[src/rtl/calc_pkg.sv]
// Shared codes for the calculator key path and ALU sequencer.
// Latency: n/a (constants and pure functions only).
// Backpressure: n/a.
package calc_pkg;

    localparam int CALC_WIDTH = 16;

    // Decoded key kinds
    localparam logic [1:0] KEY_NUM   = 2'd0;
    localparam logic [1:0] KEY_OP    = 2'd1;
    localparam logic [1:0] KEY_EQUAL = 2'd2;
    localparam logic [1:0] KEY_CLEAR = 2'd3;

    // ALU operator codes
    localparam logic [2:0] OP_ADD = 3'd0;
    localparam logic [2:0] OP_SUB = 3'd1;
    localparam logic [2:0] OP_MUL = 3'd2;
    localparam logic [2:0] OP_DIV = 3'd3;

    // Sequencer states
    localparam logic [2:0] ST_ENTER_A = 3'd0;
    localparam logic [2:0] ST_OP_WAIT = 3'd1;
    localparam logic [2:0] ST_ENTER_B = 3'd2;
    localparam logic [2:0] ST_ISSUE   = 3'd3;
    localparam logic [2:0] ST_EXEC    = 3'd4;
    localparam logic [2:0] ST_SHOW    = 3'd5;
    localparam logic [2:0] ST_ERROR   = 3'd6;

    // Only the four defined operators are acted on; codes 4-7 are ignored.
    function automatic logic op_is_valid(input logic [2:0] op);
        return (op[2] == 1'b0);
    endfunction

    // Keypad codes 10-15 are accepted but carry no digit.
    function automatic logic digit_is_valid(input logic [3:0] d);
        return (d <= 4'd9);
    endfunction

endpackage

[src/rtl/calc_operand_entry.sv]
// Decimal operand accumulator: clear, load first digit, append digit (value*10+d).
// Latency: value reflects a command on the cycle after the edge it is applied.
// Backpressure: none; appends beyond MAX_DIGITS are silently dropped.
module calc_operand_entry
    import calc_pkg::*;
#(
    parameter int WIDTH      = CALC_WIDTH,
    parameter int MAX_DIGITS = 4
) (
    input  logic             clk,
    input  logic             rst,
    input  logic             clr,
    input  logic             load,
    input  logic             append,
    input  logic [3:0]       digit,
    output logic [WIDTH-1:0] value
);

    localparam int CW = $clog2(MAX_DIGITS + 1);

    logic [CW-1:0] count;

    // Clear has priority over load, load over append; the counter caps entry length.
    always_ff @(posedge clk or posedge rst) begin
        if (rst) begin
            value <= '0;
            count <= '0;
        end else if (clr) begin
            value <= '0;
            count <= '0;
        end else if (load) begin
            value <= WIDTH'(digit);
            count <= CW'(1);
        end else if (append && (count < CW'(MAX_DIGITS))) begin
            value <= value * WIDTH'(10) + WIDTH'(digit);
            count <= count + CW'(1);
        end
    end

endmodule

[src/rtl/calc_alu_sequencer.sv]
// Key-driven calculator controller: builds operands, chains ops left to right through an external ALU.
// Latency: key effects land on the accept edge; alu_start one cycle after the trigger key if ALU idle.
// Backpressure: key_ready low in ISSUE/EXEC except for CLEAR; alu_start held off while alu_busy.
module calc_alu_sequencer
    import calc_pkg::*;
#(
    parameter int WIDTH      = CALC_WIDTH,
    parameter int MAX_DIGITS = 4
) (
    input  logic             clk,
    input  logic             rst,
    input  logic             key_valid,
    input  logic [1:0]       key_kind,
    input  logic [3:0]       key_num,
    input  logic [2:0]       key_op,
    output logic             key_ready,
    output logic             alu_start,
    output logic [2:0]       alu_op,
    output logic [WIDTH-1:0] alu_a,
    output logic [WIDTH-1:0] alu_b,
    input  logic             alu_busy,
    input  logic             alu_done,
    input  logic [WIDTH-1:0] alu_result,
    input  logic             alu_div0,
    output logic [WIDTH-1:0] display,
    output logic [WIDTH-1:0] result,
    output logic             result_valid,
    output logic             err
);

    logic [2:0]       state;
    logic [WIDTH-1:0] acc;
    logic [WIDTH-1:0] opnd;
    logic [2:0]       pend_op;
    logic [2:0]       next_op;
    logic             trig_op;
    logic             drop;

    logic busy_state;
    logic accept;
    logic k_num, k_op, k_eq, k_clr;
    logic done_live;
    logic opnd_clr, opnd_load, opnd_append;

    assign busy_state = (state == ST_ISSUE) || (state == ST_EXEC);
    assign key_ready  = busy_state ? (key_kind == KEY_CLEAR) : 1'b1;
    assign accept     = key_valid && key_ready;

    assign k_num = accept && (key_kind == KEY_NUM) && digit_is_valid(key_num);
    assign k_op  = accept && (key_kind == KEY_OP) && op_is_valid(key_op);
    assign k_eq  = accept && (key_kind == KEY_EQUAL);
    assign k_clr = accept && (key_kind == KEY_CLEAR);

    // A CLEAR landing on the issue edge cancels the request rather than orphaning it.
    assign alu_start = (state == ST_ISSUE) && !alu_busy && !k_clr;

    // Completions are only consumed in EXEC and never while a stale one is still owed.
    assign done_live = alu_done && !drop && (state == ST_EXEC);

    assign result_valid = (state == ST_SHOW);
    assign err          = (state == ST_ERROR);

    // Operand accumulator commands derived from the accepted key and current state.
    always_comb begin
        opnd_clr    = 1'b0;
        opnd_load   = 1'b0;
        opnd_append = 1'b0;
        if (k_clr) begin
            opnd_clr = 1'b1;
        end else begin
            case (state)
                ST_ENTER_A: begin
                    if (k_num)     opnd_append = 1'b1;
                    else if (k_op) opnd_clr    = 1'b1;
                end
                ST_OP_WAIT: if (k_num) opnd_load   = 1'b1;
                ST_ENTER_B: if (k_num) opnd_append = 1'b1;
                ST_EXEC:    if (done_live && !alu_div0 && trig_op) opnd_clr = 1'b1;
                ST_SHOW:    if (k_num) opnd_load   = 1'b1;
                default:    ;
            endcase
        end
    end

    calc_operand_entry #(
        .WIDTH      (WIDTH),
        .MAX_DIGITS (MAX_DIGITS)
    ) u_entry (
        .clk    (clk),
        .rst    (rst),
        .clr    (opnd_clr),
        .load   (opnd_load),
        .append (opnd_append),
        .digit  (key_num),
        .value  (opnd)
    );

    // Main sequencing FSM: operator chaining, ALU request latching, abort handling.
    always_ff @(posedge clk or posedge rst) begin
        if (rst) begin
            state   <= ST_ENTER_A;
            acc     <= '0;
            result  <= '0;
            pend_op <= OP_ADD;
            next_op <= OP_ADD;
            trig_op <= 1'b0;
            drop    <= 1'b0;
            alu_op  <= OP_ADD;
            alu_a   <= '0;
            alu_b   <= '0;
        end else begin
            // A stale completion from an aborted request retires the owed drop.
            if (alu_done && drop) drop <= 1'b0;

            if (k_clr) begin
                state   <= ST_ENTER_A;
                acc     <= '0;
                result  <= '0;
                pend_op <= OP_ADD;
                next_op <= OP_ADD;
                trig_op <= 1'b0;
                if (state == ST_EXEC) begin
                    // The ALU keeps running: owe one discard unless it finishes on this edge.
                    drop <= drop | !alu_done;
                end else begin
                    alu_op <= OP_ADD;
                    alu_a  <= '0;
                    alu_b  <= '0;
                end
            end else begin
                case (state)
                    ST_ENTER_A: begin
                        if (k_op) begin
                            acc     <= opnd;
                            pend_op <= key_op;
                            state   <= ST_OP_WAIT;
                        end else if (k_eq) begin
                            result <= opnd;
                            state  <= ST_SHOW;
                        end
                    end
                    ST_OP_WAIT: begin
                        if (k_op) begin
                            pend_op <= key_op;
                        end else if (k_num) begin
                            state <= ST_ENTER_B;
                        end else if (k_eq) begin
                            result <= acc;
                            state  <= ST_SHOW;
                        end
                    end
                    ST_ENTER_B: begin
                        if (k_op || k_eq) begin
                            alu_a   <= acc;
                            alu_b   <= opnd;
                            alu_op  <= pend_op;
                            trig_op <= k_op;
                            next_op <= key_op;
                            state   <= ST_ISSUE;
                        end
                    end
                    ST_ISSUE: begin
                        if (alu_start) state <= ST_EXEC;
                    end
                    ST_EXEC: begin
                        if (done_live) begin
                            acc <= alu_result;
                            if (alu_div0) begin
                                state <= ST_ERROR;
                            end else if (trig_op) begin
                                pend_op <= next_op;
                                state   <= ST_OP_WAIT;
                            end else begin
                                result <= alu_result;
                                state  <= ST_SHOW;
                            end
                        end
                    end
                    ST_SHOW: begin
                        if (k_op) begin
                            acc     <= result;
                            pend_op <= key_op;
                            state   <= ST_OP_WAIT;
                        end else if (k_num) begin
                            state <= ST_ENTER_A;
                        end
                    end
                    ST_ERROR: ;
                    default:  state <= ST_ENTER_A;
                endcase
            end
        end
    end

    // Display source: entry during typing, running value while computing, zero on error.
    always_comb begin
        display = '0;
        case (state)
            ST_ENTER_A, ST_ENTER_B:          display = opnd;
            ST_OP_WAIT, ST_ISSUE, ST_EXEC:   display = acc;
            ST_SHOW:                         display = result;
            default:                         display = '0;
        endcase
    end

endmodule
[config.mk]
export PLATFORM = sky130hd
export DESIGN_NAME = calc_alu_sequencer
export DESIGN_NICKNAME = d
export VERILOG_FILES = /design/src/rtl/calc_pkg.sv /design/src/rtl/calc_operand_entry.sv /design/src/rtl/calc_alu_sequencer.sv
export SDC_FILE = /design/constraint.sdc
export NUM_CORES = 1
export LEC_CHECK = 0
export ABC_AREA = 0
export BUFFER_PORTS_ARGS = -buffer_cell sky130_fd_sc_hd__buf_4
export CORE_ASPECT_RATIO = 1.4
export CORE_MARGIN = 3
export CORE_UTILIZATION = 50
export DETAILED_ROUTE_END_ITERATION = 8
export GPL_ROUTABILITY_DRIVEN = 0
export PLACE_DENSITY = 0.76
export SKIP_LAST_GASP = 1
export SYNTH_ARGS = -nofsm -noshare
export SYNTH_HDL_FRONTEND = slang
export SYNTH_SLANG_ARGS = --single-unit
[constraint.sdc]
create_clock -name clk -period 4.5 [get_ports clk]
set_input_delay 0.45 -clock clk [delete_from_list [all_inputs] [get_ports clk]]
set_output_delay 0.45 -clock clk [all_outputs]
set_load 0.01 [all_outputs]
Word level (Yosys, flattened, before mapping)
Index checks and enable logic that the tools add are counted.
{"block": "word_totals", "regBits": 97, "inputBits": 31, "output_inout_bits": 71, "word_cells": 157}
{"block": "op_classes", "add_sub_neg": 2, "mul": 1, "magnitude_cmp": 2, "eq_ne": 26, "mux": 72, "bitwise": 2, "n_reduce_logical": 40}
{"cell": "16-bit 2-to-1 mux", "count": 23}
{"cell": "16-bit one-hot mux with 3 select lines", "count": 3}
{"cell": "3-bit 2-to-1 mux", "count": 27}
{"cell": "3-bit inequality test (second input constant)", "count": 12}
{"cell": "3-bit one-hot mux with 7 select lines", "count": 1}
{"cell": "16-bit by 4-bit adder with 16-bit output", "count": 1}
{"cell": "16-bit by 3-bit multiplier with 15-bit output (second input constant)", "count": 1}
{"cell": "1-bit 2-to-1 mux", "count": 16}
{"cell": "1-bit logical AND", "count": 15}
{"cell": "3-bit == test (second input constant)", "count": 3}
{"cell": "9-bit AND reduction", "count": 1}
{"cell": "4-bit nonzero test", "count": 2}
{"cell": "3-bit by 2-bit == test with 1-bit output (second input constant)", "count": 2}
{"cell": "3-bit by 1-bit inequality test with 1-bit output (second input constant)", "count": 2}
{"cell": "3-bit one-hot mux with 2 select lines", "count": 1}
{"cell": "6-bit AND reduction", "count": 1}
{"cell": "3-bit nonzero test", "count": 2}
{"cell": "3-bit OR reduction", "count": 2}
{"cell": "1-bit logical NOT", "count": 5}
{"cell": "5-bit AND reduction", "count": 1}
{"cell": "2-bit == test (second input constant)", "count": 2}
{"cell": "4-bit <= comparator (second input constant)", "count": 1}
{"cell": "4-bit by 1-bit inequality test with 1-bit output (second input constant)", "count": 1}
{"cell": "4-bit AND reduction", "count": 1}
{"cell": "16 further kinds", "count": 19}

Longest topological paths before layout
Gate-level depths: netlist (run 1).
{"block": "logic_depth", "word_depth": 13, "ltp_mapped": 11, "mapped_depth_nobuf": 10}

Cells and area by module
A second synthesis (run 1) with hierarchy kept.
{"block": "hier_totals", "cells_unflattened": 739, "area_unflattened_um2": 6548.8}
{"module": "calc_alu_sequencer", "instances": 1, "cells_each": 528, "area_each_um2": 4598.2, "seq_area_each_um2": 1951.9}
{"module": "calc_operand_entry", "instances": 1, "cells_each": 211, "area_each_um2": 1950.6, "seq_area_each_um2": 475.5}

Worst setup path before layout (run 1)
Ideal clock, no wire load.
{"block": "synth_timing", "path_kind": "flip-flop to flip-flop", "from": "register u_entry.value[1]", "to": "register u_entry.value[15]", "setup_ps": 130, "arrival_ps": 2855, "required_ps": 4370, "path_slack_ps": 1515, "path_stages_with_launch": 11, "n_path_buf": 0, "period_less_slack_ps": 2985, "path_cell_list": "dfrtp_1 > ha_1 > ha_1 > fa_1 > a21o_1 > a221oi_4 > xnor2_1 > or3_4 > nor4_4 > a311o_1 > o211ai_1"}
{"block": "synth_via", "elab_chain_len": 5}
{"item": "start: declaration", "line_no": "calc_operand_entry.sv:16", "rtl": "output logic [WIDTH-1:0] value"}
{"item": "start signal: assignment", "line_no": "calc_operand_entry.sv:32", "rtl": "value <= WIDTH'(digit);"}
{"item": "start signal: assignment", "line_no": "calc_operand_entry.sv:35", "rtl": "value <= value * WIDTH'(10) + WIDTH'(digit);"}
{"item": "16-bit by 3-bit multiplier with 15-bit output", "line_no": "calc_operand_entry.sv:35"}
{"item": "16-bit by 4-bit adder with 16-bit output", "line_no": "calc_operand_entry.sv:35"}
{"item": "16-bit 2-to-1 mux", "line_no": "calc_operand_entry.sv:34", "rtl": "end else if (append && (count < CW'(MAX_DIGITS))) begin"}
{"item": "16-bit 2-to-1 mux", "line_no": "calc_operand_entry.sv:31", "rtl": "end else if (load) begin"}
{"item": "16-bit 2-to-1 mux", "line_no": "calc_operand_entry.sv:28", "rtl": "end else if (clr) begin"}
No other way between the ends. The select of a mux whose other input is x is not followed.
A chain may end at the register's enable or synchronous reset.

Worst setup path after layout (run 1)
{"block": "layout_timing", "from": "register state[2]", "to": "output port display[2]"}
{"block": "layout_via", "elab_chain_len": 3, "word_cells_on_any_way": 9, "classes_between": "eq/ne (5); mux (1); reduce/logical (3)"}
{"item": "start: declaration", "line_no": "calc_alu_sequencer.sv:31", "rtl": "logic [2:0] state;"}
{"item": "start signal: assignment", "line_no": "calc_alu_sequencer.sv:101", "rtl": "state <= ST_ENTER_A;"}
{"item": "start signal: assignment", "line_no": "calc_alu_sequencer.sv:116", "rtl": "state <= ST_ENTER_A;"}
{"item": "start signal: assignment", "line_no": "calc_alu_sequencer.sv:136", "rtl": "state <= ST_OP_WAIT;"}
{"item": "3-bit by 2-bit == test with 1-bit output (tied with other cells)", "line_no": "calc_alu_sequencer.sv:198", "rtl": "case (state)"}
{"item": "3-bit OR reduction or 2-bit OR reduction (tied branches)"}
{"item": "16-bit one-hot mux with 3 select lines *", "line_no": "calc_alu_sequencer.sv:198"}
{"item": "end: declaration", "line_no": "calc_alu_sequencer.sv:25", "rtl": "output logic [WIDTH-1:0] display,"}
Every way passes the cells marked *; elsewhere a longest branch is shown, timed or not.

==> results of run 1 <==
## metrics by stage
step / utilization / power, mW / hold slack (ns) / cell area, µm²
global route: 0.6163 / 4.836 / 0.2933 / 7393
global placement: 0.5902 / 3.612 / 0.4600 / 7081
floorplan: - / 2.846 / 0.4436 / 6254
CTS: 0.6163 / 4.519 / 0.2885 / 7393
finish: 0.6163 / 4.529 / 0.2674 / 7393
detailed placement: 0.5902 / 3.682 / 0.4678 / 7081
## synth_stat cells, types with 7 or more instances
cell	n	area share
dfrtp_1	97	0.39
buf_2	7	0.0056
inv_1	28	0.017
nor3_1	10	0.0080
o21ai_1	18	0.014
nor2b_1	7	0.0070
xor2_1	8	0.011
ha_1	27	0.054
o31ai_1	13	0.016
a22oi_1	32	0.038
o2111ai_1	17	0.024
nor2_1	23	0.014
mux2_2	17	0.031
nand2_1	134	0.080
mux2i_1	18	0.029
a21oi_1	53	0.042
a221oi_1	16	0.022
nand3_1	13	0.010
clkbuf_1	36	0.022
xnor2_1	11	0.015
o21ai_0	47	0.038
## power groups by stage
stage	logic [mW]	clock network (mW)	registers (mW)
2_1_floorplan	1.43	0	1.42
6_report	2.18	0.829	1.52
5_1_grt	2.40	0.875	1.56
3_3_place_gp	2.11	0	1.50
3_5_place_dp	2.16	0	1.52
4_1_cts	2.18	0.832	1.51
## kinds of logic after synthesis
| family | after synthesis | synth area share |
|---|---|---|
| adder cells (fa/ha/maj) | 29 | 0.06042 |
| flip-flops | 97 | 0.3882 |
| multiplexers | 35 | 0.05942 |
| XOR/XNOR | 19 | 0.02661 |
| buffers and inverters | 81 | 0.05302 |
| AO/OA/AOI/OAI | 239 | 0.2593 |
| AND/OR/NAND/NOR | 211 | 0.1531 |
## final cells by class
cell class                      count  area [µm²]
Clock buffer                       11       232.7
Clock inverter                      5       80.08
Fill cell                        1008        4603
Inverter                           29       111.4
Multi-Input combinational cell    533        3511
Sequential cell                    97        2429
Tap cell                          147       183.9
Timing Repair Buffer              111       845.8
## worst paths after layout
kind / cells after the start / from / end / slack [ns]
worst max-delay path: 6 / state[2] / display[2] / 1.00
worst min register to register: 2 / alu_b[1] / alu_b[1] / 0.48
max in group asynchronous: 3 / rst / acc[7] / 3.30
worst max register to register: 7 / state[0] / acc[8] / 1.22
worst min-delay path: 2 / rst / alu_a[13] / 0.27
min in group clk: 2 / alu_done / drop / 0.29
## sequential cells by signal (all words and copies together) (netlist names)
register	flops
result	16
trig_op	1
u_entry.value	16
next_op	3
alu_op	3
pend_op	3
drop	1
alu_b	16
alu_a	16
acc	16
u_entry.count	3
state	3
## layer usage
metal,wire length (µm),track usage,part of all wire,up-vias
li1,-,-,-,2746
met1,7074,0.3334,0.39,2771
met2,8982,0.4301,0.50,305
met3,1347,0.04335,0.075,56
met4,575,0.1228,0.032,0
met5,0,0,0,-
## critical path: cells and delay by family, from the launching register on
family / cells / cell delay [ns]
buffers and inverters: 3 / 0.91
AO/OA/AOI/OAI: 2 / 0.33
AND/OR/NAND/NOR: 1 / 0.65
flip-flops: 1 / 0.76
==> summary.md, run 1 <==
| Metric | Value |
|---|---|
| Run status | completed |
| Post-Syn Area | 6253 µm² |
| CTS tree | done |
| Antenna Nets Post-Route | 0 |
| CTS resizes | 0 |
| Dominant synthesized flop cell | dfrtp_1 |
| CP max stage cell | dfrtp_1 |
| Post-Synthesis Net Count | 771 |
| Reg clk slew, reported paths | 0.07 ns |
| Commonest non-fill, non-tap cell in the layout | nand2_1 |
| PwrDens | 612.6 nW/µm² |
| Fraction of layout cells with a size suffix above 1 | 0.2036 |
| HPWL after DPL | 12.54 mm |
| Die extent in y | 138.3 µm |
| Register bit total from synthesis | 97 |
| Post-placement cell count | just over 900 |
| Max-slew violation count | 0 |
| Nets | 841 |
| Most frequent cells in the layout | nand2_1, buf_4, dfrtp_1, a21oi_1, o21ai_0 |
| Area growth syn-to-layout | 18.23% |
| RSZ-0062 raised after global routing | false |
| Switching Fraction | 0.4275 |
| GRT overflow | 0 |
| Hold Crit Class | in2async |
| Period utilisation layout | 0.7773 |
| Final WL | 17.98 mm |
| Post-synth EDFFs | 0 |
| Max rail drop VDD | 0.0003034 V |
| Fin Clk Skew | 0.005657 ns |
| Number of setup violations in the final report | 0 |
| Post-synthesis cell type count | a little over 60 |
| Core area | approximately 12000 µm² |
| Htree depth | 3 |
| Ports | 102 |
| Vias | 5878 |
| # port buffers | 101 |
| Crit Path Category | reg2out |
| Non-Filler Instances | ~930 |
| Gate Count Post-Synth | 711 |
| Fmax | 285.9 MHz |
| Pre-CTS worst setup slack | ~1.3 ns |
| Worst EP required | 4.05 ns |
| Async S/R FF share, synth | 1.000 |
| Root buffer cell | clkbuf_16 |
| Crit path cell chain | inv_2 -> nor2_4 -> buf_12 -> a22oi_1 -> a21oi_1 -> buf_4 |
| Ys Warns | 0 |
| Setup_tns | 0 ns |
| Worst-Margin Slew | 1.144 ns |
| Ant diodes | 0 |
| Hold-fix buffers, CTS | 0 |
| # DRC | 0 |
| Logic gate share of total power | 0.482 |
| Wirelength per Cell | 19.27 µm |
| Leakage | 3.369 nW |
| CTS Sinks | 97 |
| Final hold violations | 0 |
| Initial Util | 0.5213 |
| Max clock buf depth | 2 |
| Startpoint types | flip-flop |
| Worst stage delay on the critical path | 0.76 ns |
| Post-CTS setup buffer count | 0 |
| Worst-Skew Late Latency | around 0.34 ns |
| Worst slew margin | 0.2374 |
| 1st-iter DRT viols | 460 |
| Clk pwr share | 0.183 |
| Final WS setup | 1.002 ns |
| Vias in the first global route | 5888 |
| Internal | 2.593 mW |
| Global-route usage over all layers | 0.2620 |
| Syn_area_per_cell | 8.795 µm² |
| Routed vias/inst | approximately 6.3 |
| Setup crit end kind | output pin |
| Max Cap Viol | 0 |
| CTS buffer count | 9 |
| Row count | 47 |
| Largest net degree at the start of global routing | 67 |
| First-pass iteration count of the detailed router | 6 |
| Final Critical Period | 3.498 ns |
| Share of power burned in registers | 0.335 |
| First-pass GRT wire length | 29.68 mm |
| WP data arrival | 3.05 ns |
| Switching pwr | approximately 1.9 mW |
| Die Wd | between 100 and 150 µm |
| Seq/Total Area, Yosys | 0.3882 |
| Die ar. | 13900 µm² |
| CP Max Fanout | 37 |
| Initial antenna violation count | 0 |
No activity file was read; power rests on OpenSTA's default activity.
==> run 2: changes to the inputs <==
==> constraint.sdc (replaced) <==
create_clock -name clk -period 3.65 [get_ports clk]
set_input_delay 0.365 -clock clk [delete_from_list [all_inputs] [get_ports clk]]
set_output_delay 0.365 -clock clk [all_outputs]
set_load 0.01 [all_outputs]
==> summary.md, run 2 (same netlist as run 1, synthesis figures left out) <==
| Metric | Value |
|---|---|
| Die extent in y | 138.3 µm (unchanged) |
| RSZ-0062 raised after global routing | false (unchanged) |
| First-pass GRT wire length | 29.93 mm (was 29.68 mm) |
| CTS tree | done (unchanged) |
| Root buffer cell | clkbuf_16 (unchanged) |
| Initial Util | 0.5213 (unchanged) |
| Post-CTS setup buffer count | 0 (unchanged) |
| Final Critical Period | 3.217 ns |
| Vias | 5977 (was 5878) |
| Fin Clk Skew | 0.006037 ns (was 0.005657 ns) |
| Initial antenna violation count | 0 (unchanged) |
| 1st-iter DRT viols | 508 (was 460) |
| Max Cap Viol | 0 (unchanged) |
| Max clock buf depth | 2 (unchanged) |
| Max rail drop VDD | 0.0003031 V (was 0.0003034 V) |
| WP data arrival | 3.44 ns (was 3.05 ns) |
| CTS Sinks | 97 (unchanged) |
| First-pass iteration count of the detailed router | 5 (was 6) |
| Htree depth | 3 (unchanged) |
| Area growth syn-to-layout | 18.31% (was 18.23%) |
| PwrDens | 748.6 nW/µm² (was 612.6 nW/µm²) |
| Reg clk slew, reported paths | 0.07 ns (about the same) |
| Final WL | 18.21 mm (was 17.98 mm) |
| # port buffers | 101 (unchanged) |
| CTS resizes | 0 (unchanged) |
| HPWL after DPL | 12.90 mm (was 12.54 mm) |
| Period utilisation layout | 0.8814 |
| GRT overflow | 0 (unchanged) |
| Max-slew violation count | 0 (unchanged) |
| Die ar. | 13900 µm² (unchanged) |
| Global-route usage over all layers | 0.2645 (was 0.2620) |
| Crit Path Category | reg2reg (was reg2out) |
| Antenna Nets Post-Route | 0 (unchanged) |
| Die Wd | 100.5 µm (unchanged) |
| Number of setup violations in the final report | 0 (unchanged) |
| Layout Utilization | 0.6167 (was 0.6163) |
| CTS buffer count | 9 (unchanged) |
| Worst EP required | 3.87 ns (was 4.05 ns) |
| Row count | 47 (unchanged) |
| Final hold violations | 0 (unchanged) |
| Worst-Skew Late Latency | 0.35 ns (was 0.34 ns) |
| Worst-Margin Slew | 0.8342 ns (was 1.144 ns) |
| Worst slew margin | 0.4439 (was 0.2374) |
| Wirelength per Cell | 19.41 µm (was 19.27 µm) |
| Startpoint types | flip-flop (unchanged) |
| Ant diodes | 0 (unchanged) |
| Largest net degree at the start of global routing | 71 (was 67) |
| Leakage | 3.388 nW (was 3.369 nW) |
| Commonest non-fill, non-tap cell in the layout | nand2_1 (unchanged) |
| Nets | 847 (was 841) |
| Hold-fix buffers, CTS | 0 (unchanged) |
| Vias in the first global route | 5981 (was 5888) |
| # DRC | 0 (unchanged) |
| Hold Crit Class | in2async (unchanged) |
| CP Max Fanout | 7 (was 37) |
| Most frequent cells in the layout | nand2_1, buf_4, dfrtp_1, a21oi_1, o21ai_0 (unchanged) |
| Setup_tns | 0 ns (unchanged) |
| Fmax | 310.8 MHz |
| Core area | 12000 µm² (unchanged) |
| Ports | 102 (unchanged) |
| Run status | completed (unchanged) |
| Fraction of layout cells with a size suffix above 1 | 0.2099 (was 0.2036) |
| Routed vias/inst | 6.372 (was 6.300) |
| Setup crit end kind | flip-flop (was output pin) |
==> run 2: cell types whose count changed in the layout (fill, tap and decap cells not counted) <==
cell / previous run / this run
clkbuf_1: 2 / 1
bufinv_16: 2 / 1
clkinv_2: 1 / 2
buf_4: 110 / 117
clkinvlp_4: 2 / 1
buf_12: 1 / 0
inv_6: 0 / 1
==> run 2: layer usage <==
layer  up-vias  part of all wire  wire length [µm]  track usage
met5         -                 0                 0            0
li1       2755                 -                 -            -
met3        47             0.061              1119      0.02923
met4         0             0.038               699       0.1391
met1      2890              0.40              7220       0.3353
met2       285              0.50              9169       0.4382
==> run 2: cell type report <==
type,count,area (µm²)
sequential,97,2429
clock buffer,10,229.0
clock inverter,5,56.30
tap,147,183.9
inverter,29,111.4
timing repair buffer,117,878.3
fill,1034,4598
multi-input combinational,533,3511
==> run 2: final timing paths <==
path | startpoint | end | slack [ns] | cells after the start
worst max-delay path | u_entry.value[1] | u_entry.value[15] | 0.43 | 10
worst min-delay path | rst | alu_a[12] | 0.19 | 2
worst max register to register | u_entry.value[1] | u_entry.value[15] | 0.43 | 10
worst min register to register | alu_a[0] | alu_a[0] | 0.48 | 2
max in group asynchronous | rst | state[0] | 2.65 | 3
min in group clk | alu_done | drop | 0.21 | 2
==> run 2: metrics by stage <==
stage	hold slack, ns	instances	setup slack, ns	total power [mW]	cell area [µm²]
floorplan	0.4436	711	0.6648	3.509	6254
global placement	0.4581	923	0.5170	4.458	7113
detailed placement	0.4672	923	0.4408	4.565	7113
CTS	0.1981	938	0.4335	5.520	7398
global route	0.2065	938	0.2520	5.896	7398
finish	0.1890	938	0.4330	5.538	7398
==> run 2: power breakdown <==
group | switching (mW) | leakage [nW] | internal [mW]
clock | 0.425 | 0.139 | 0.529
sequential | 0.372 | 1.31 | 1.41
combinational | 1.60 | 1.94 | 1.20
total | 2.40 | 3.39 | 3.14
==> run 2: worst max-delay path: stages (launching register included) <==
cell and delay, ns:
dfrtp_1 0.47, ha_1 0.33, ha_1 0.23, fa_1 0.40, a21o_1 0.22, a221oi_4 0.33, xnor2_1 0.14, or3_4 0.37
nor4_4 0.30, a311o_1 0.22, o211ai_1 0.09
==> run 3: changes to the inputs <==
--- a/config.mk
+++ b/config.mk
@@ -9,10 +9,10 @@
 export BUFFER_PORTS_ARGS = -buffer_cell sky130_fd_sc_hd__buf_4
 export CORE_ASPECT_RATIO = 1.4
 export CORE_MARGIN = 3
-export CORE_UTILIZATION = 50
+export CORE_UTILIZATION = 35
 export DETAILED_ROUTE_END_ITERATION = 8
 export GPL_ROUTABILITY_DRIVEN = 0
-export PLACE_DENSITY = 0.76
+export PLACE_DENSITY = 0.58
 export SKIP_LAST_GASP = 1
 export SYNTH_ARGS = -nofsm -noshare
 export SYNTH_HDL_FRONTEND = slang
==> summary.md, run 3 (same netlist as run 1, synthesis figures left out) <==
| Metric | Value |
|---|---|
| Commonest non-fill, non-tap cell in the layout | nand2_1 (unchanged) |
| CTS resizes | 0 (unchanged) |
| CTS Sinks | 97 (unchanged) |
| RR Endpoint | u_entry.value[15] (unchanged) |
| Crit Path Category | reg2reg (unchanged) |
| CP endpoint | u_entry.value[15] (unchanged) |
| Setup_tns | 0 ns (unchanged) |
| Worst-Margin Slew | 1.017 ns (was 0.8342 ns) |
| Multi-input combinational cell area | 3512 µm² (was 3511 µm²) |
| Die Wd | 119.0 µm (was 100.5 µm) |
| Fillers | 1772 (was 1034) |
| Post-placement cell count | 1016 (was 923) |
| Ant diodes | 0 (unchanged) |
| Initial Util | 0.3579 (was 0.5213) |
| Routed vias/inst | 5.640 (was 6.372) |
| Leakage | 3.425 nW (was 3.388 nW) |
| # DRC | 0 (unchanged) |
| Fin Clk Skew | 0.009271 ns (was 0.006037 ns) |
| GRT overflow | 0 (unchanged) |
| Hold_ws | 0.2120 ns (was 0.1890 ns) |
| Pre-CTS worst setup slack | 0.4462 ns (was 0.4408 ns) |
| Max Cap Viol | 0 (unchanged) |
| Die extent in y | 164.2 µm (was 138.3 µm) |
| Worst slew margin | 0.3222 (was 0.4439) |
| Most frequent cells in the layout | nand2_1, buf_4, dfrtp_1, a21oi_1, o21ai_0 (unchanged) |
| Non-Filler Instances | 1032 (was 938) |
| Final Critical Period | 3.208 ns (was 3.217 ns) |
| Number of setup violations in the final report | 0 (unchanged) |
| # port buffers | 101 (unchanged) |
| Fmax | 311.7 MHz (was 310.8 MHz) |
| Reg clk slew, reported paths | 0.07 ns (about the same) |
| Worst EP required | 3.88 ns (was 3.87 ns) |
| Sequential Area | 2429 µm² (unchanged) |
| Post-CTS setup buffer count | 0 (unchanged) |
| CP Max Fanout | 7 (unchanged) |
| Worst reg2reg path depth | 10 (unchanged) |
| Worst flop-to-flop path startpoint | u_entry.value[1] (unchanged) |
| RSZ-0062 raised after global routing | false (unchanged) |
| Htree depth | 3 (unchanged) |
| PwrDens | 735.8 nW/µm² (was 748.6 nW/µm²) |
| Vias | 5820 (was 5977) |
| Global-route usage over all layers | 0.1963 (was 0.2645) |
| Design area | 7572 µm² (was 7398 µm²) |
| Reg2Reg Setup Slack | 0.44 ns (was 0.43 ns) |
| Max clock buf depth | 2 (unchanged) |
| Die ar. | 19530 µm² (was 13900 µm²) |
| Layout Utilization | 0.4334 (was 0.6167) |
| Setup crit end kind | flip-flop (unchanged) |
| Worst-Skew Late Latency | 0.35 ns (about the same) |
| Ports | 102 (unchanged) |
| Max-slew violation count | 0 (unchanged) |
| Final WS setup | 0.4419 ns (was 0.4330 ns) |
| Final hold violations | 0 (unchanged) |
| HPWL after DPL | 13.62 mm (was 12.90 mm) |
| Area after DPL | 7268 µm² (was 7113 µm²) |
| CTS buffer count | 9 (unchanged) |
| Row count | 57 (was 47) |
| Root buffer cell | clkbuf_16 (unchanged) |
| 1st-iter DRT viols | 406 (was 508) |
| Run status | completed (unchanged) |
| Nets | 851 (was 847) |
| Fraction of layout cells with a size suffix above 1 | 0.2161 (was 0.2099) |
| Power Total | 5.571 mW (was 5.538 mW) |
| WP data arrival | 3.43 ns (was 3.44 ns) |
| Hold Crit Depth | 2 |
| Hold-fix buffers, CTS | 0 (unchanged) |
| Vias in the first global route | 5615 (was 5981) |
| CTS tree | done (unchanged) |
| Antenna Nets Post-Route | 0 (unchanged) |
| Wirelength per Cell | 18.66 µm (was 19.41 µm) |
| Area growth syn-to-layout | 21.09% (was 18.31%) |
| Max rail drop VDD | 0.0003426 V (was 0.0003031 V) |
| Period utilisation layout | 0.8789 (was 0.8814) |
| Final WL | 19.26 mm (was 18.21 mm) |
| First-pass iteration count of the detailed router | 6 (was 5) |
| Crit path launch | u_entry.value[1] (unchanged) |
| Initial antenna violation count | 0 (unchanged) |
| Hold Crit Class | in2reg (was in2async) |
| First-pass GRT wire length | 30.78 mm (was 29.93 mm) |
| Largest net degree at the start of global routing | 80 (was 71) |
| Core area | 17470 µm² (was 12000 µm²) |
| Startpoint types | flip-flop (unchanged) |
run 3: cell count changes in the layout (fill, tap and decap cells not counted):
cell,change
nand3_1,-1
inv_6,+1
buf_4,+3
a21oi_2,-1
clkbuf_8,+1
buf_12,+1
clkbuf_1,-1
nand3_2,+1
a21oi_1,+1
run 3: final cells by class:
type	instances	share of cell area
Multi-Input combinational cell	533	0.4638
Sequential cell	97	0.3207
Timing Repair Buffer	121	0.1216
Tap cell	236	0.03900
Clock buffer	10	0.03156
Inverter	29	0.01471
Clock inverter	6	0.008592
run 3: critical path: stages, from the launching register on:
cell and delay [ns]:
dfrtp_1 0.46, ha_1 0.33, ha_1 0.23, fa_1 0.41
a21o_1 0.22, a221oi_4 0.34, xnor2_1 0.14, or3_4 0.37
nor4_4 0.29, a311o_1 0.22, o211ai_1 0.08
run 3: report_power, final:
part	internal, mW	switching (mW)
combinational	1.21	1.57
sequential	1.41	0.395
clock	0.553	0.438
run 3: worst min path at each step:
stage | from | endpoint | slack [ns]
6_report | alu_done | drop | 0.21
5_1_grt | alu_done | drop | 0.21
4_1_cts | alu_done | drop | 0.20
3_5_place_dp | next_op[2] | next_op[2] | 0.47
3_3_place_gp | next_op[2] | next_op[2] | 0.46
2_1_floorplan | next_op[0] | next_op[0] | 0.44
run 3: routing by layer:
metal / track usage / part of all wire / vias up
met2: 0.3149 / 0.47 / 173
met1: 0.2724 / 0.46 / 2852
met3: 0.02756 / 0.046 / 32
met4: 0.06800 / 0.026 / 0
met5: 0 / 0 / -
li1: - / - / 2763
